--- config.mk ---
export PLATFORM = sky130hd
export DESIGN_NAME = multdiv
export DESIGN_NICKNAME = d
export VERILOG_FILES = /design/src/rtl/cpu_pkg.sv /design/src/rtl/div_step.sv /design/src/rtl/multdiv.sv
export SDC_FILE = /design/constraint.sdc
export NUM_CORES = 1
export LEC_CHECK = 0
export BUFFER_PORTS_ARGS = -buffer_cell sky130_fd_sc_hd__buf_2
export CORE_MARGIN = 5
export CORE_UTILIZATION = 51
export DETAILED_ROUTE_END_ITERATION = 7
export GPL_ROUTABILITY_DRIVEN = 0
export GPL_TIMING_DRIVEN = 0
export PLACE_DENSITY = 0.69
export SLEW_MARGIN = 15
export SYNTH_ARGS = -nofsm -noshare
export SYNTH_HDL_FRONTEND = slang
export SYNTH_SLANG_ARGS = --single-unit
--- constraint.sdc ---
create_clock -name clock -period 11.4 [get_ports clock]
set_clock_uncertainty 0.1 [all_clocks]
set_input_delay 1.14 -clock clock [delete_from_list [all_inputs] [get_ports clock]]
set_output_delay 1.14 -clock clock [all_outputs]
set_load 0.05 [all_outputs]
--- src/rtl/cpu_pkg.sv ---
// Shared execute-stage definitions: ALU opcodes, multdiv FSM states and
// the operand magnitude helper used by the iterative multiply/divide unit.
package cpu_pkg;

    localparam logic [2:0] ALU_ADD = 3'd0;
    localparam logic [2:0] ALU_SUB = 3'd1;
    localparam logic [2:0] ALU_AND = 3'd2;
    localparam logic [2:0] ALU_OR  = 3'd3;
    localparam logic [2:0] ALU_SLL = 3'd4;
    localparam logic [2:0] ALU_SRA = 3'd5;
    localparam logic [2:0] ALU_MUL = 3'd6;
    localparam logic [2:0] ALU_DIV = 3'd7;

    localparam int MD_ITERS = 32;

    typedef enum logic [1:0] {
        IDLE = 2'd0,
        MUL  = 2'd1,
        DIV  = 2'd2,
        DONE = 2'd3
    } md_state_t;

    // 33 bits so that |0x80000000| = 0x0_8000_0000 is representable.
    function automatic logic [32:0] mag33(input logic [31:0] v);
        return v[31] ? (33'd0 - {v[31], v}) : {1'b0, v};
    endfunction

endpackage

--- src/rtl/div_step.sv ---
// One restoring-division iteration: shift in the next dividend bit, subtract
// the divisor when it fits, and emit the resulting quotient bit.
module div_step (
    input  logic [32:0] rem_in,
    input  logic        dvd_bit,
    input  logic [32:0] divisor,
    output logic [32:0] rem_out,
    output logic        q_bit
);

    logic [33:0] shifted;
    logic [32:0] diff;

    always_comb begin
        shifted = {rem_in, dvd_bit};
        q_bit   = (shifted >= {1'b0, divisor});
        // The difference is only kept when it fits, so 33 bits are enough.
        diff    = shifted[32:0] - divisor;
        rem_out = q_bit ? diff : shifted[32:0];
    end

endmodule

--- src/rtl/multdiv.sv ---
// Iterative signed 32-bit multiply/divide unit: fixed 33-cycle latency,
// shift-add multiply and restoring divide on operand magnitudes.
module multdiv
    import cpu_pkg::*;
#(
    parameter int WIDTH = 32
) (
    input  logic             clock,
    input  logic             reset_n,
    input  logic [WIDTH-1:0] data_operandA,
    input  logic [WIDTH-1:0] data_operandB,
    input  logic             ctrl_MULT,
    input  logic             ctrl_DIV,
    output logic [WIDTH-1:0] data_result,
    output logic             data_exception,
    output logic             data_resultRDY,
    output logic             busy
);

    localparam logic [5:0] ITERS = 6'(MD_ITERS);

    md_state_t   state, state_next;
    logic [5:0]  cnt;
    logic        neg;
    logic        div_special;
    logic [63:0] acc;
    logic [63:0] mcand;
    logic [32:0] mplier;
    logic [32:0] rem;
    logic [32:0] divisor;
    logic [31:0] dvd;
    logic [31:0] quo;

    logic        start;
    logic [32:0] mag_a, mag_b;
    logic [63:0] prod_signed;
    logic [32:0] prod_hi;
    logic        mul_ovf;
    logic [31:0] quo_signed;
    logic [32:0] rem_next;
    logic        q_bit;

    assign start = ctrl_MULT | ctrl_DIV;
    assign mag_a = mag33(data_operandA);
    assign mag_b = mag33(data_operandB);

    assign prod_signed = neg ? (64'd0 - acc) : acc;
    assign prod_hi     = prod_signed[63:31];
    assign mul_ovf     = ~((&prod_hi) | ~(|prod_hi));
    assign quo_signed  = neg ? (32'd0 - quo) : quo;

    div_step u_div_step (
        .rem_in  (rem),
        .dvd_bit (dvd[31]),
        .divisor (divisor),
        .rem_out (rem_next),
        .q_bit   (q_bit)
    );

    // NOTE: sequential state uses non-blocking assignments so every register
    // samples the pre-edge values regardless of statement order.
    always_ff @(posedge clock or negedge reset_n) begin
        if (!reset_n) state <= IDLE;
        else          state <= state_next;
    end

    // NOTE: next state defaults to the current state first, so no path
    // through the case leaves it unassigned and no latch is inferred.
    always_comb begin
        state_next = state;
        if (ctrl_MULT) begin
            state_next = MUL;
        end else if (ctrl_DIV) begin
            state_next = DIV;
        end else begin
            case (state)
                MUL:     if (cnt == ITERS) state_next = DONE;
                DIV:     if (cnt == ITERS) state_next = DONE;
                DONE:    state_next = IDLE;
                default: state_next = IDLE;
            endcase
        end
    end

    always_ff @(posedge clock or negedge reset_n) begin
        if (!reset_n) begin
            cnt            <= '0;
            neg            <= 1'b0;
            div_special    <= 1'b0;
            acc            <= '0;
            mcand          <= '0;
            mplier         <= '0;
            rem            <= '0;
            divisor        <= '0;
            dvd            <= '0;
            quo            <= '0;
            data_result    <= '0;
            data_exception <= 1'b0;
        end else if (start) begin
            // A start always wins, aborting any in-flight completion.
            cnt         <= '0;
            neg         <= data_operandA[31] ^ data_operandB[31];
            div_special <= (data_operandB == 32'd0) ||
                           (data_operandA == 32'h8000_0000 && data_operandB == 32'hFFFF_FFFF);
            acc         <= '0;
            mcand       <= {31'd0, mag_a};
            mplier      <= mag_b;
            rem         <= '0;
            divisor     <= mag_b;
            dvd         <= mag_a[31:0];
            quo         <= '0;
        end else if (state == MUL) begin
            if (cnt == ITERS) begin
                data_result    <= prod_signed[31:0];
                data_exception <= mul_ovf;
            end else begin
                acc    <= acc + (mplier[0] ? mcand : 64'd0);
                mcand  <= mcand << 1;
                mplier <= mplier >> 1;
                cnt    <= cnt + 6'd1;
            end
        end else if (state == DIV) begin
            if (cnt == ITERS) begin
                data_result    <= div_special ? 32'd0 : quo_signed;
                data_exception <= div_special;
            end else begin
                rem <= rem_next;
                dvd <= dvd << 1;
                quo <= {quo[30:0], q_bit};
                cnt <= cnt + 6'd1;
            end
        end
    end

    assign data_resultRDY = (state == DONE);
    assign busy           = (state == MUL) || (state == DIV);

endmodule

* Yosys cells after proc, flatten, opt, wreduce, memory -nomap -nowiden
Cells that the tools add are included.
** Word-level totals
- Bits in registers :: 334
- Bits of input ports :: 68
- Output and inout port bits :: 35
** Operators by class
- Add/sub/neg operators :: 7
- Order comparisons :: 1
- Equal/unequal tests :: 11
- Multiplexer cells :: 44
- Bitwise operators :: 6
- Reduce and logical (&&, ||, !) cells :: 14
** Operator list (number)
- 64-bit two-way mux :: 8
- 32-bit two-way mux :: 14
- 33-bit two-way mux :: 10
- 1-bit by 32-bit subtractor with 33-bit output (first input constant) :: 2
- 64-bit adder :: 1
- 32-bit == test (second input constant) :: 2
- 1-bit by 64-bit subtractor with 64-bit output (first input constant) :: 1
- 34-bit by 33-bit greater-or-equal comparator with 1-bit output :: 1
- 33-bit AND reduction :: 1
- 33-bit OR reduction :: 1
- 33-bit subtractor :: 1
- 32-bit zero test :: 1
- 1-bit by 32-bit subtractor with 32-bit output (first input constant) :: 1
- 6-bit two-way mux :: 4
- 2-bit two-way mux :: 4
- 2-bit != test (second input constant) :: 4
- 6-bit by 1-bit adder with 6-bit output (second input constant) :: 1
- 6-bit == test (second input constant) :: 1
- 2-bit nonzero test :: 3
- 2-bit == test (second input constant) :: 2
- 1-bit two-way mux :: 4
- 4-bit by 1-bit != test with 1-bit output (second input constant) :: 1
- 4-bit AND reduction :: 1
- 1-bit NOT :: 3
- 9 further kinds :: 11

* Logic depth before layout (Yosys ltp)
Gate-level depths: netlist of run 1.
- Word-level depth :: 8
- Mapped depth :: 17
- Mapped depth without buffers :: 15

* Hierarchy
A second synthesis of run 1 with hierarchy kept.
** Second synthesis, totals
- Cells, all modules :: 2864
- Area, all modules :: 23653.9 µm²
** By module, submodules not included
- multdiv :: times used 1, cells an instance 2498, area an instance 21265.4 µm², seq. area each 8358.0 µm²
- div_step :: times used 1, cells an instance 366, area an instance 2388.5 µm², seq. area each 0.0 µm²

* Worst setup path after synthesis of run 1
No wires, ideal clock.
- Path kind :: input -> register
- From :: in data_operandA[4]
- To :: reg dvd[27]
- Library setup time :: 0.133 ns
- Arrival time :: 4.073 ns
- Slack :: 7.094 ns
- Cell stages on the path :: 11
- Path buffers :: 0
- Cell sequence :: nor4_1 nand4b_1 or3_1 or4_1 or4_1 or4_1 o41ai_1 xor2_1 nand2_1 o21ai_0 o21ai_0
** On the way
- Longest elaborated chain between the ends :: 3
** Ends and longest elaborated chain
- from (decl) :: RTL line multdiv.sv:10 : input logic [WIDTH-1:0] data_operandA,
- 1-bit by 32-bit subtractor with 33-bit output :: RTL line cpu_pkg.sv:25 : return v[31] ? (33'd0 - {v[31], v}) : {1'b0, v};
- 33-bit two-way mux :: RTL line cpu_pkg.sv:25
- 32-bit two-way mux :: RTL line multdiv.sv:99 : end else if (start) begin
- to (signal assigned) :: RTL line multdiv.sv:110 : dvd <= mag_a[31:0];
- to (signal assigned) :: RTL line multdiv.sv:128 : dvd <= dvd << 1;
- to (decl) :: RTL line multdiv.sv:31 : logic [31:0] dvd;
Every way passes these cells.
A chain may end at the register's enable or synchronous reset.

* Final worst setup path of run 1
- From :: reg mplier[0]
- To :: reg acc[60]
** On the way
- Longest elaborated chain between the ends :: 5
** Ends and longest elaborated chain
- from (decl) :: RTL line multdiv.sv:28 : logic [32:0] mplier;
- from (signal assigned) :: RTL line multdiv.sv:107 : mplier <= mag_b;
- from (signal assigned) :: RTL line multdiv.sv:119 : mplier <= mplier >> 1;
- 64-bit two-way mux :: RTL line multdiv.sv:117 : acc <= acc + (mplier[0] ? mcand : 64'd0);
- 64-bit adder :: RTL line multdiv.sv:117
- 64-bit two-way mux :: RTL line multdiv.sv:113 : if (cnt == ITERS) begin
- 64-bit two-way mux :: RTL line multdiv.sv:112 : end else if (state == MUL) begin
- 64-bit two-way mux :: RTL line multdiv.sv:99
- to (signal assigned) :: RTL line multdiv.sv:117
- to (decl) :: RTL line multdiv.sv:26 : logic [63:0] acc;
Every way passes these cells. The select of a mux whose other input is x is not followed.

==> results.yml, run 1 <==
status:
  status: "finished, final reports clean"
critical_path:
  element_type_at_the_critical_path_start: "flop"
  worst_path_largest_cell_delay_ns: 0.51
  endpoint_kind: "flop"
  timing.critical_path.buf_inv: 3
  worst-setup-path-type: "reg -> reg"
  timing.critical_path.fanout_max: 10
  crit_required_ns: 11.75
  critical_path.slowest_cell: "clkbuf_1"
  critical_path.top_delay_family: "compound AO/OA/AOI/OAI gates"
  timing.critical_path.mode_cell: "clkbuf_1"
  crit_chain: "clkbuf_1, clkbuf_1, and2_1, ha_1, inv_1, fa_1, nor2b_1, o21bai_1, a2111oi_0, nand3b_1, a41o_1, nand2_1, a21oi_1, a21boi_0, o31ai_1, xor2_1, a22o_1"
  worst_ep_arrival_time_ns: 5.77
route:
  num_vias: 21430
  drt_pass1_iterations: 6
  drt_iter0_drc: 1646
  aggregate_routed_wire_length_mm: 69.88
  remaining_drc_errors: 0
  routedWlPerCell_um: 19.95
  ant_nets: 0
  detail_route.vias_per_cell: 6.118
clock_tree:
  cts-buffers-inserted: 39
  cts_repair_resize_count: 0
  clock-sinks: 334
  clock-root-buffer: "clkbuf_16"
  insertion_delay_ns: 0.57
  clk_pin_slew_worst_paths_ns: 0.06
  clock_tree.htree_level_count: 2
  cts_tree: "yes"
  cts-hold-fix-buffers: 0
  postCtsSetupBuffers: 0
  max-clock-path-buffers: 3
global_routing:
  globalRouteMet1Util_pct: 37.32
  grtUsageMet2_pct: 45.15
  groute.usage.overall_pct: 27.36
  grt_start_max_net_pins: 108
  number_of_global_route_vias_before_repair: 20780
  grt_overflow_total: 0
  met3_usage_pct: 3.339
  grt_most_used_layer: "met2"
  grt_antenna_before_repair: 0
  grt_first_pass_wirelength_mm: 111.8
floorplan:
  core_area_um2: 44410
  die_area_um2: 49460
  io_pins: 103
  placement_rows: 77
  fp.dieW_um: 222.4
  die_height_um: 222.4
  initial_core_util_pct: 51.80
timing:
  timing.final.hold_violations: 0
  highest_clock_rate_mhz: 184.4
  fin_setup_tns_ns: 0
  timing.final.crit_share_pct: 47.58
  postLayoutSetupSlackWorst_ns: 5.976
  grt_setup_unrepaired: "false"
  finalWorstPathRequiredPeriod_ns: 5.424
  finalSetupViolCount: 0
  slew-limit-headroom_pct: 21.32
  maxSlewViolCount: 0
  max_slew.worst_pin.slew_ns: 1.178
synthesis:
  postSynthRegisterBits: 334
  synth.area.top_cells: "dfrtp_1 36%, nand2_1 7.7%, ha_1 5.8%, a21oi_1 5.2%, o21ai_0 5.1%"
  yosysWarningCount: 0
  synth_largest_type_area_fraction_pct: 36.33
  synth_top_cell_by_area: "dfrtp_1"
  async_set_or_reset_flop_fraction_in_the_synthesized_netlist_pct: 100.0
  synth_seq_area_share_pct: 36.33
  synthesis.nets: 2913
  syn-cell-area_um2: 23000
  post_synth.cell_area_avg_um2: 8.405
  yosysUniqueCellTypes: 72
  synth_enable_flop_cells: 0
  yosys_most_used_dff: "dfrtp_1"
  synthCells: 2737
final_layout:
  design_area_um2: 25680
  postLayoutCoreUtil_pct: 57.83
  layout-area-overhead-vs-synth_pct: 11.64
  drive_gt1_share_pct: 6.802
  fillers: 3968
  antenna_cells: 0
  leading_cell_type_in_the_layout_fill_and_taps_excluded: "nand2_1"
  nNetsFinal: 3058
  layout_common_cells: "469 x nand2_1, 334 x dfrtp_1, 238 x a21oi_1"
pwr:
  post-layout-total-power_w: 0.003458
  vdd.ir_drop.worst_mv: 0.1345
  power_per_cell_area_nw_per_um2: 134.6
  cellLeakagePower_nw: 11.83
hold_path:
  timing.hold.worst.class: "in -> async"
placed_design:
  io_buffer_count: 101
  place.detailed.hpwl_mm: 53.59
  preCtsSetupSlack_ns: 6.021
  placedInstanceArea_um2: 24340
job:
  maxCapViolCount: 0
-- worst paths after layout --
kind	startpoint	to	slack (ns)	depth (start not counted)
max reg2reg	mplier[0]$_DFFE_PN0P_	acc[60]$_DFFE_PN0P_	5.98	17
max	mplier[0]$_DFFE_PN0P_	acc[60]$_DFFE_PN0P_	5.98	17
max in group asynchronous	reset_n	quo[27]$_DFFE_PN0P_	9.45	3
min	reset_n	dvd[16]$_DFFE_PN0P_	0.37	1
min in group clock	dvd[21]$_DFFE_PN0P_	dvd[21]$_DFFE_PN0P_	0.38	2
min reg2reg	dvd[21]$_DFFE_PN0P_	dvd[21]$_DFFE_PN0P_	0.38	2
-- power breakdown --
part / total, W / switching [W] / internal (W)
Combinational: 0.000810 / 0.000554 / 0.000256
Sequential: 0.00134 / 0.0000631 / 0.00128
Clock: 0.00131 / 0.000530 / 0.000779
Total: 0.00346 / 0.00115 / 0.00231
-- synth_stat cells (all sizes together) (7+ instances only) --
cell,count
mux2i,57
a21o,67
a21oi,238
nand2b,23
ha,106
xnor2,118
nand4,36
a22o,40
o41ai,26
a21boi,38
a22oi,34
a211oi,10
nand2,469
and3,47
inv,65
nor4,19
nor2,93
or3,40
or4,29
or2,7
and2,70
nor3b,7
clkbuf,149
a31oi,21
o31ai,52
dfrtp,334
nor2b,22
o21bai,17
o21ai,239
nor3,33
xor2,114
o211ai,10
buf,12
nand3,26
o21a,15
-- area by class of cell --
| cell class | count | area (µm²) | share of cell area [%] |
|---|---|---|---|
| Timing Repair Buffer | 104 | 598.1 | 2.329 |
| Clock inverter | 15 | 221.5 | 0.8623 |
| Clock buffer | 55 | 1116 | 4.345 |
| Buffer | 161 | 619.3 | 2.411 |
| Multi-Input combinational cell | 2177 | 13790 | 53.68 |
| Inverter | 65 | 244.0 | 0.9500 |
| Tap cell | 592 | 740.7 | 2.884 |
| Sequential cell | 334 | 8358 | 32.54 |
-- flip-flops by register name (all words and copies together), names as in the netlist --
register,count
data_result,32
acc,64
mplier,33
dvd,32
mcand,64
cnt,6
quo,32
data_exception,1
neg,1
div_special,1
divisor,33
rem,33
state,2
-- layer usage --
metal | vias to the layer above | part of all wire (%)
li1 | 10066 | -
met1 | 10475 | 43
met2 | 747 | 47
met3 | 142 | 6.2
met4 | 0 | 3.5
met5 | - | 0
-- through the flow --
stage / hold slack [ns] / instances
floorplan: 0.3432 / 2737
global placement: 0.3611 / 3430
detailed placement: 0.3692 / 3433
CTS: 0.3675 / 3503
global route: 0.3937 / 3503
finish: 0.3694 / 3503
-- logic make-up (layout without fill, tap and decap cells) --
family | Yosys count | after routing | synth area share (%)
AND/OR/NAND/NOR | 937 | 937 | 19.80
AO/OA/AOI/OAI | 843 | 843 | 22.86
flip-flops | 334 | 334 | 36.33
XOR/XNOR | 232 | 232 | 8.833
buffers and inverters | 226 | 400 | 3.753
adder cells (fa/ha/maj) | 108 | 108 | 5.939
multiplexers | 57 | 57 | 2.480
Power figures use the tool's default switching activity.
==> run 2: changes to the inputs <==
==> constraint.sdc (replaced) <==
create_clock -name clock -period 5.67 [get_ports clock]
set_clock_uncertainty 0.1 [all_clocks]
set_input_delay 0.567 -clock clock [delete_from_list [all_inputs] [get_ports clock]]
set_output_delay 0.567 -clock clock [all_outputs]
set_load 0.05 [all_outputs]
==> run 2 against run 1 <==
  * Utilization about the same
  * Critical path depth unchanged
  * Highest routed layer unchanged
  * Flip-flop and latch count unchanged
  * Design area about the same
  * Clock power up 100%
  * Maximum frequency is 3.3% higher
  * Largest cell class unchanged
  * Register-to-register slack lost 5.6 ns
  * Total power rose by 100%
  * Global-route usage barely moved
  * Sequential share of layout area about the same
==> results.yml, run 2 (synthesis gave the netlist of run 1 again) <==
route:
  detail_route.vias_per_cell: 6.100
  aggregate_routed_wire_length_mm: 69.98
  remaining_drc_errors: 0
  routedWlPerCell_um: 19.97
  num_vias: 21374
  drt_pass1_iterations: 6
  ant_nets: 0
  drt_iter0_drc: 1665
clock_tree:
  clock_tree.htree_level_count: 2
  insertion_delay_ns: 0.57
  cts_tree: "yes"
  clock-sinks: 334
  clk_pin_slew_worst_paths_ns: 0.06
  cts-buffers-inserted: 39
  clock-root-buffer: "clkbuf_16"
  max-clock-path-buffers: 3
timing:
  fin_setup_tns_ns: 0
  postLayoutSetupSlackWorst_ns: 0.4191
  grt_setup_unrepaired: "false"
  highest_clock_rate_mhz: 190.4
  finalWorstPathRequiredPeriod_ns: 5.251
  finalSetupViolCount: 0
  slew-limit-headroom_pct: 21.05
  timing.final.crit_share_pct: 92.61
  maxSlewViolCount: 0
  timing.final.hold_violations: 0
  max_slew.worst_pin.slew_ns: 1.182
pwr:
  power.share.combinational_pct: 23.4
  power_per_cell_area_nw_per_um2: 270.7
  vdd.ir_drop.worst_mv: 0.2713
  net-switching-power_w: 0.002309
  seqPwrFrac_pct: 38.7
  post-layout-total-power_w: 0.006955
  p_sw_share_pct: 33.20
  internal_dissipation_w: 0.004646
  clock_power_share_pct: 37.9
  cellLeakagePower_nw: 11.84
placed_design:
  preCtsSetupSlack_ns: 0.2914
  place.detailed.hpwl_mm: 53.59
  placedInstanceArea_um2: 24340
  io_buffer_count: 101
final_layout:
  design_area_um2: 25690
  drive_gt1_share_pct: 6.834
  top_regs: "acc (64), mcand (64)"
  layout_common_cells: "469 x nand2_1, 334 x dfrtp_1, 238 x a21oi_1"
  regArea_um2: 8358
  multi_input_logic_area_um2: 13790
  layout-area-overhead-vs-synth_pct: 11.69
  fillers: 3970
  leading_cell_type_in_the_layout_fill_and_taps_excluded: "nand2_1"
  nNetsFinal: 3059
  antenna_cells: 0
global_routing:
  groute.usage.overall_pct: 27.36
  met3_usage_pct: 3.339
  grt_antenna_before_repair: 0
  grt_start_max_net_pins: 108
  grt_most_used_layer: "met2"
  globalRouteMet1Util_pct: 37.33
  number_of_global_route_vias_before_repair: 20782
  grt_overflow_total: 0
  grt_first_pass_wirelength_mm: 111.8
  grtUsageMet2_pct: 45.15
floorplan:
  core_area_um2: 44410
  die_height_um: 222.4
  die_area_um2: 49460
  initial_core_util_pct: 51.80
  io_pins: 103
  fp.dieW_um: 222.4
  placement_rows: 77
critical_path:
  element_type_at_the_critical_path_start: "flop"
  crit_chain: "clkbuf_1, clkbuf_2, and2_1, ha_1, inv_1, fa_1, nor2b_1, o21bai_1, a2111oi_0, nand3b_1, a41o_1, nand2_1, a21oi_1, a21boi_0, o31ai_1, xor2_1, a22o_1"
  worst_path_largest_cell_delay_ns: 0.50
  timing.critical_path.fanout_max: 10
  worst_ep_arrival_time_ns: 5.60
  endpoint_kind: "flop"
  critical_path.slowest_cell: "clkbuf_1"
  crit_required_ns: 6.02
  worst-setup-path-type: "reg -> reg"
job:
  maxCapViolCount: 0
status:
  status: "finished, final reports clean"
hold_path:
  timing.hold.worst.class: "in -> reg"
[run 2: through the flow]
stage	utilization (%)	instances	hold WS (ns)
after floorplan	-	2737	0.1714
after global placement	54.60	3430	0.3611
after detailed placement	54.81	3433	0.3692
after CTS	57.84	3504	0.08050
after global routing	57.85	3504	0.1217
final	57.85	3504	0.1144
[run 2: worst paths after layout]
path / startpoint / to / slack (ns) / cells past startpoint
max: mplier[0]$_DFFE_PN0P_ / acc[60]$_DFFE_PN0P_ / 0.42 / 17
min: ctrl_MULT / state[1]$_DFFE_PN0P_ / 0.11 / 2
max reg2reg: mplier[0]$_DFFE_PN0P_ / acc[60]$_DFFE_PN0P_ / 0.42 / 17
min reg2reg: dvd[21]$_DFFE_PN0P_ / dvd[21]$_DFFE_PN0P_ / 0.38 / 2
max in group asynchronous: reset_n / acc[60]$_DFFE_PN0P_ / 3.69 / 4
min in group asynchronous: reset_n / dvd[16]$_DFFE_PN0P_ / 0.39 / 2
[run 2: routing by layer]
layer	vias to the layer above	part of all wire [%]
met3	135	5.8
li1	10062	-
met1	10500	44
met4	0	3.4
met2	677	47
met5	-	0
[run 2: critical path: cells and delay by family (launching register included)]
family                   cells  cell delay (ns)
buffers and inverters        3             0.93
adder cells (fa/ha/maj)      2             0.57
XOR/XNOR                     1             0.11
AND/OR/NAND/NOR              4             0.81
AO/OA/AOI/OAI                7             2.22
flip-flops                   1             0.37
[run 2: repair_timing]
action | 4_1_cts | 5_1_grt
hold buffers | 1 | 0
resized for setup | 0 | 2
buffers inserted | 0 | 0
endpoints found under the hold margin | 51 | 0
endpoints found under the setup margin | 0 | 6
[run 2: final cells by class]
cell class	instances	share of cell area, %
plain buffers	161	2.415
clock buffers	55	4.344
clock inverters	15	0.8619
inverters	65	0.9496
multi-input cells	2177	53.65
flip-flops and latches	334	32.53
well taps	592	2.883
repair buffers	105	2.367
[run 2: power by group through the flow]
stage | registers, W | clock network (W) | logic, W
2_1_floorplan | 0.00286 | 0 | 0.000945
3_3_place_gp | 0.00272 | 0 | 0.00157
3_5_place_dp | 0.00273 | 0 | 0.00161
4_1_cts | 0.00269 | 0.00267 | 0.00162
5_1_grt | 0.00271 | 0.00277 | 0.00177
6_report | 0.00269 | 0.00263 | 0.00163
